`config.mk`:
```
export PLATFORM = sky130hd
export DESIGN_NAME = addsub_op_sequencer
export DESIGN_NICKNAME = d
export VERILOG_FILES = /design/src/rtl/addsub_op_sequencer.sv
export SDC_FILE = /design/constraint.sdc
export NUM_CORES = 1
export LEC_CHECK = 0
export CAP_MARGIN = 20
export CELL_PAD_IN_SITES_DETAIL_PLACEMENT = 0
export CELL_PAD_IN_SITES_GLOBAL_PLACEMENT = 2
export CORE_ASPECT_RATIO = 0.75
export CORE_MARGIN = 10
export CORE_UTILIZATION = 30
export CTS_BUF_LIST = sky130_fd_sc_hd__clkbuf_2 sky130_fd_sc_hd__clkbuf_4 sky130_fd_sc_hd__clkbuf_8
export DETAILED_ROUTE_END_ITERATION = 10
export PLACE_DENSITY_LB_ADDON = 0.1
export RECOVER_POWER = 25
export REMOVE_ABC_BUFFERS = 1
export SLEW_MARGIN = 30
export SYNTH_ARGS = -nofsm -noshare
export SYNTH_HDL_FRONTEND = slang
export SYNTH_SLANG_ARGS = --single-unit
```
`constraint.sdc`:
```
create_clock -name clk -period 2.3 [get_ports clk]
set_input_delay 0.69 -clock clk [delete_from_list [all_inputs] [get_ports clk]]
set_output_delay 0.69 -clock clk [all_outputs]
set_load 0.01 [all_outputs]
```
`src/rtl/addsub_op_sequencer.sv`:
```
// Sequencer around a combinational add/subtract stage: registers a request onto the
// stage inputs, waits SETTLE cycles, captures the result and presents it downstream.
module addsub_op_sequencer #(
    parameter int WIDTH  = 4,
    parameter int SETTLE = 1,
    parameter int CNT_W  = 8
) (
    input  logic             clk,
    input  logic             rst_n,
    input  logic             in_valid,
    output logic             in_ready,
    input  logic [WIDTH-1:0] in_a,
    input  logic [WIDTH-1:0] in_b,
    input  logic             in_sub,
    output logic [WIDTH-1:0] as_A,
    output logic [WIDTH-1:0] as_B,
    output logic             as_ci,
    input  logic [WIDTH-1:0] as_s,
    input  logic             as_cout,
    input  logic             as_V,
    output logic             out_valid,
    input  logic             out_ready,
    output logic [WIDTH-1:0] out_s,
    output logic             out_cout,
    output logic             out_V,
    output logic             out_sub,
    output logic [CNT_W-1:0] ovf_count
);

    localparam int CTR_W = (SETTLE > 1) ? $clog2(SETTLE) : 1;
    localparam logic [CTR_W-1:0] CTR_LOAD = CTR_W'(SETTLE - 1);
    localparam logic [CTR_W-1:0] CTR_ZERO = {CTR_W{1'b0}};
    localparam logic [CTR_W-1:0] CTR_ONE  = {{(CTR_W-1){1'b0}}, 1'b1};
    localparam logic [CNT_W-1:0] OVF_MAX  = {CNT_W{1'b1}};
    localparam logic [CNT_W-1:0] OVF_ONE  = {{(CNT_W-1){1'b0}}, 1'b1};

    typedef enum logic [1:0] {
        ST_IDLE   = 2'd0,
        ST_SETTLE = 2'd1,
        ST_HOLD   = 2'd2
    } state_t;

    state_t             state_q, state_d;
    logic [CTR_W-1:0]   cnt_q, cnt_d;
    logic [WIDTH-1:0]   as_a_q, as_a_d;
    logic [WIDTH-1:0]   as_b_q, as_b_d;
    logic               as_ci_q, as_ci_d;
    logic [WIDTH-1:0]   out_s_q, out_s_d;
    logic               out_cout_q, out_cout_d;
    logic               out_v_q, out_v_d;
    logic               out_sub_q, out_sub_d;
    logic               out_valid_q, out_valid_d;
    logic [CNT_W-1:0]   ovf_q, ovf_d;
    logic               in_ready_s;
    logic               accept_s;

    // Saturating increment of the overflow counter.
    function automatic logic [CNT_W-1:0] sat_inc(input logic [CNT_W-1:0] v);
        if (v == OVF_MAX) begin
            sat_inc = v;
        end else begin
            sat_inc = v + OVF_ONE;
        end
    endfunction

    // Accept is possible when idle, or when the held result leaves in this same cycle.
    always_comb begin
        in_ready_s = (state_q == ST_IDLE) || ((state_q == ST_HOLD) && out_ready);
        accept_s   = in_valid && in_ready_s;
    end

    // Next-state and datapath register updates.
    always_comb begin
        state_d     = state_q;
        cnt_d       = cnt_q;
        as_a_d      = as_a_q;
        as_b_d      = as_b_q;
        as_ci_d     = as_ci_q;
        out_s_d     = out_s_q;
        out_cout_d  = out_cout_q;
        out_v_d     = out_v_q;
        out_sub_d   = out_sub_q;
        out_valid_d = out_valid_q;
        ovf_d       = ovf_q;
        case (state_q)
            ST_IDLE: begin
                if (accept_s) begin
                    as_a_d  = in_a;
                    as_b_d  = in_b;
                    as_ci_d = in_sub;
                    cnt_d   = CTR_LOAD;
                    state_d = ST_SETTLE;
                end else begin
                    state_d = ST_IDLE;
                end
            end
            ST_SETTLE: begin
                if (cnt_q == CTR_ZERO) begin
                    out_s_d     = as_s;
                    out_cout_d  = as_cout;
                    out_v_d     = as_V;
                    out_sub_d   = as_ci_q;
                    out_valid_d = 1'b1;
                    if (as_V) begin
                        ovf_d = sat_inc(ovf_q);
                    end else begin
                        ovf_d = ovf_q;
                    end
                    state_d = ST_HOLD;
                end else begin
                    cnt_d = cnt_q - CTR_ONE;
                end
            end
            ST_HOLD: begin
                if (out_ready) begin
                    out_valid_d = 1'b0;
                    // Back-to-back: a request arriving with the handshake starts immediately.
                    if (accept_s) begin
                        as_a_d  = in_a;
                        as_b_d  = in_b;
                        as_ci_d = in_sub;
                        cnt_d   = CTR_LOAD;
                        state_d = ST_SETTLE;
                    end else begin
                        state_d = ST_IDLE;
                    end
                end else begin
                    state_d = ST_HOLD;
                end
            end
            default: begin
                state_d     = ST_IDLE;
                out_valid_d = 1'b0;
            end
        endcase
    end

    // State and datapath registers with asynchronous reset.
    always_ff @(posedge clk or negedge rst_n) begin
        if (!rst_n) begin
            state_q     <= ST_IDLE;
            cnt_q       <= CTR_ZERO;
            as_a_q      <= {WIDTH{1'b0}};
            as_b_q      <= {WIDTH{1'b0}};
            as_ci_q     <= 1'b0;
            out_s_q     <= {WIDTH{1'b0}};
            out_cout_q  <= 1'b0;
            out_v_q     <= 1'b0;
            out_sub_q   <= 1'b0;
            out_valid_q <= 1'b0;
            ovf_q       <= {CNT_W{1'b0}};
        end else begin
            state_q     <= state_d;
            cnt_q       <= cnt_d;
            as_a_q      <= as_a_d;
            as_b_q      <= as_b_d;
            as_ci_q     <= as_ci_d;
            out_s_q     <= out_s_d;
            out_cout_q  <= out_cout_d;
            out_v_q     <= out_v_d;
            out_sub_q   <= out_sub_d;
            out_valid_q <= out_valid_d;
            ovf_q       <= ovf_d;
        end
    end

    assign in_ready  = in_ready_s;
    assign as_A      = as_a_q;
    assign as_B      = as_b_q;
    assign as_ci     = as_ci_q;
    assign out_valid = out_valid_q;
    assign out_s     = out_s_q;
    assign out_cout  = out_cout_q;
    assign out_V     = out_v_q;
    assign out_sub   = out_sub_q;
    assign ovf_count = ovf_q;

endmodule

```
; Word level (Yosys, flattened, before mapping)
; Index checks and enable logic that the tools add are counted.
[word_totals]
in_bits = 19
ff_bits = 28
wordCells = 52
out_inout_bits = 26
romBits = 0
latch_bits = 0
n_memories = 0
ramBits = 0
[op_classes]
div_mod_pow = 0
mul = 0
n_reduce_logical = 11
mux = 20
shift = 0
magnitude_cmp = 0
n_addsub = 2
n_eq_ne = 5
n_bitwise = 3
[ops]
columns = cell, count
row1 = $mux W4, 4
row2 = $pmux W4 S2, 2
row3 = $add A8 B1 Y8 const B, 1
row4 = $eq A8 B8 Y1 const B, 1
row5 = $mux W1, 8
row6 = $pmux W1 S3, 2
row7 = $pmux W2 S3, 1
row8 = $reduce_and A2 Y1, 3
row9 = $mux W2, 2
row10 = $ne A2 B2 Y1 const B, 2
row11 = $reduce_and A4 Y1, 1
row12 = $not A1 Y1, 3
row13 = $reduce_and A3 Y1, 1
row14 = $reduce_bool A3 Y1, 1
row15 = $eq A2 B1 Y1 const B, 1
row16 = $eq A2 B2 Y1 const B, 1
row17 = $logic_and A1 B1 Y1, 2
row18 = $logic_not A2 Y1, 1
row19 = $pmux W1 S2, 1
row20 = $reduce_bool A2 Y1, 1
row21 = $logic_or A1 B1 Y1, 1
row22 = $sub A1 B1 Y1 const B, 1

; Longest topological paths before layout
[depth]
word_depth = 7
ltp_mapped = 5
depth_no_buf = 4

; Least setup slack after synthesis
; Ideal clock, no wire load.
[synth_path]
path_kind = input to output
from = in out_ready
to = out in_ready
slack_ns = 0.632
t_arrival_ns = 0.978
path_buffers = 0
cell_stages = 2
required_time_ns = 1.610
path_cell_list = inv_1 -> a21oi_1
[synth_via]
elab_chain_len = 2
[synth_rtl]
columns = item, line
row1 = start: declaration, 22  ; input logic out_ready,
row2 = $logic_and A1 B1 Y1, 68  ; in_ready_s = (state_q == ST_IDLE) || ((state_q == ST_HOLD) && out_ready);
row3 = $logic_or A1 B1 Y1, 68
row4 = end: declaration, 11  ; output logic in_ready,
; No other way between the ends.

; Worst setup path after layout
; Same ends and word-level chain as after synthesis.

==> flow_metrics.tcl <==
set metrics [dict create \
    status "finished clean" \
    setup.worst_path.start "out_ready" \
    grt_max_degree 28 \
    rsz0062_at_grt "false" \
    syn_area_per_cell_um2 13.1 \
    die_w_um 92.1 \
    grt_pass1_wl_mm 4.78 \
    cts_resized 4 \
    drc_errors 0 \
    holdWs_ns 0.496 \
    port_buffers 44 \
    leakage_nw 0.718 \
    worst_setup_path_end_kind "output pin" \
    fin_setup_tns_ns 0 \
    crit_chain "clkdlybuf4s50_1 > inv_1 > a21oi_1 > buf_2" \
    wl_mm 2.84 \
    period_share_pct 95.9 \
    p_comb_share_pct 38.9 \
    dpl.cell_count 186 \
    row_count 19 \
    ys_seq_area_share_pct 57.8 \
    core_um2 3710 \
    post_cts_buffers 0 \
    required_ns 1.61 \
    synth_seq_cells 27 \
    grt_usage_pct 8.75 \
    p_sw_uw 513 \
    synthesis.yosys.warnings 0 \
    hold_start "out_valid$_DFFE_PN0P_" \
    ant_nets 0 \
    grt_use_met2_pct 13.0 \
    place_hpwl_mm 2.20 \
    internal_power_mw 1.16 \
    diodes 0 \
    use_met1_pct 10.4 \
    cts_buffer_depth 2 \
    netlist_area_um2 1170 \
    crit_fanout 2 \
    rr_worst_depth 2 \
    nets 159 \
    power_mw 1.67 \
    synthArstFlopShare_pct 100 \
    clkPwrFrac_pct 16.8 \
    antenna_found_initial 0 \
    syn_to_final_growth_pct 48.9 \
    p_per_area_nw_per_um2 961 \
    start_util_pct 31.5 \
    switching_share_pct 30.7 \
    synth_top_flop_cell "dfrtp_1" \
    drtPass1Iterations 4 \
    clockRootBuffer "clkbuf_8" \
    synth_edf_count 0 \
    r2r_slack_ns 0.69 \
    slew-limit-headroom_pct 54.7 \
    critPathKind "primary input to output pin" \
    busiest_layer "met2" \
    met3_usage_pct 5.03 \
    max_cap_viol_count 0 \
    fin_crit_ns 2.21 \
    worstMarginPinSlew_ns 0.680 \
    vias 861 \
    io_pins 45 \
    pwr-share-seq_pct 44.3 \
    vdd_drop_max_mv 0.484 \
    grt_pass1_vias 933 \
    fmax_ghz 0.453 \
    final_cells 190 \
    drv_slew 0 \
    r2r_end "out_s[3]$_DFFE_PN0P_" \
    clkLatencyLatePin_ns 0.27 \
    drt_iter0_drc 26 \
    cp_slowest_cell "clkdlybuf4s50_1" \
    gp_congestion 0.742 \
    setup_viol 0 \
    max_stage_delay_ns 0.48 \
    clk_pin_slew_worst_paths_ns 0.09 \
    die_area_um2 6820 \
    syn_inst 89 \
    drive_gt1_share_pct 22.5 \
    die_h_um 74.1 \
    hold_violations 0 \
    cts_hold_buf 0 \
    endpoint "in_ready" \
    cts.sinks 27 \
    fin_skew_ns 0.00393 \
    synth.distinct_cells 28 \
    hold_class "flop to flop" \
    cp-start-kind "primary input" \
    htreeDepth 1 \
    avgRoutedWirePerCell_um 14.9 \
    grt_overflow_total 0 \
    cts_made_buffers 3 \
    crit_arrival_ns 1.52 \
    vias_per_cell 4.53 \
    cts_tree "built" \
    regToRegStartpoint "state_q[0]$_DFF_PN0_" \
]
layout make-up:
class | count | area, µm²
fillers | 362 | 1970
clock buffers | 4 | 48.8
multi-input cells | 56 | 464
repair buffers | 48 | 475
well taps | 52 | 65.1
flip-flops and latches | 27 | 676
inverters | 3 | 11.3
synth_stat cells (2+ instances only):
master,instances,share of area (%)
o2111a_1,2,1.9
nor2_1,3,0.96
inv_1,3,0.96
nand2b_1,2,1.1
nand4_1,2,1.1
nand2_1,5,1.6
dfrtp_1,27,58
nand3_1,2,0.86
mux2_2,20,19
a21oi_1,3,1.3
o21ai_0,2,0.86
and3_1,2,1.1
layout by cell type (no fill, tap or decap), drive strengths merged, types with 2 or more instances in the layout:
cell type	count
a21oi	3
and3	2
buf	4
clkbuf	5
clkdlybuf4s50	42
dfrtp	27
inv	3
mux2	20
nand2	5
nand2b	2
nand3	2
nand4	2
nor2	3
o2111a	2
o21ai	3
critical path: cells and delay by family:
kind                   cells  cell delay (ns)
buffers and inverters      3             0.69
AOI/OAI and AO/OA          1             0.14
power by group through the flow:
stage	sequential (mW)	combinational [mW]	clock [mW]
2_1_floorplan	0.801	0.205	0
3_3_place_gp	0.744	0.663	0
3_5_place_dp	0.752	0.671	0
4_1_cts	0.744	0.670	0.296
5_1_grt	0.766	0.708	0.322
6_report	0.742	0.651	0.280
logic make-up after synthesis:
family / synth area share, %
muxes: 19.3
and+or+nand+nor: 10.1
DFF: 57.8
xor gates and xnor gates: 0.750
buffers and inverters: 2.46
adders and majority gates: 1.07
AOI/OAI and AO/OA: 8.57
metrics by stage:
| step | instance area [µm²] | setup slack (ns) | util, % |
|---|---|---|---|
| floorplan | 1150 | 0.632 | - |
| global placement | 1700 | -0.307 | 45.8 |
| detailed placement | 1700 | -0.322 | 45.8 |
| CTS | 1740 | 0.0783 | 47.0 |
| global route | 1740 | 0.0399 | 46.9 |
| finish | 1740 | 0.0939 | 46.9 |
worst min path at each step:
stage | to | cells past startpoint | slack (ns)
floorplan | as_A[0]$_DFFE_PN0P_ | 0 | 0.39
global placement | out_valid$_DFFE_PN0P_ | 1 | 0.47
detailed placement | out_valid$_DFFE_PN0P_ | 1 | 0.48
CTS | out_valid$_DFFE_PN0P_ | 1 | 0.51
global route | out_valid$_DFFE_PN0P_ | 1 | 0.53
finish | out_valid$_DFFE_PN0P_ | 1 | 0.50
per-layer routing:
metal	vias to the layer above	part of all wire, %
li1	415	-
met5	-	0
met4	0	1.1
met3	5	9.9
met1	411	45
met2	30	44
flip-flops by register name (all words and copies together) (netlist names):
register	count
as_ci	1
as_B	4
as_A	4
out_sub	1
ovf_count	8
out_cout	1
state_q	2
out_V	1
out_s	4
out_valid	1
Note: power is estimated with default switching activity, not from simulation.
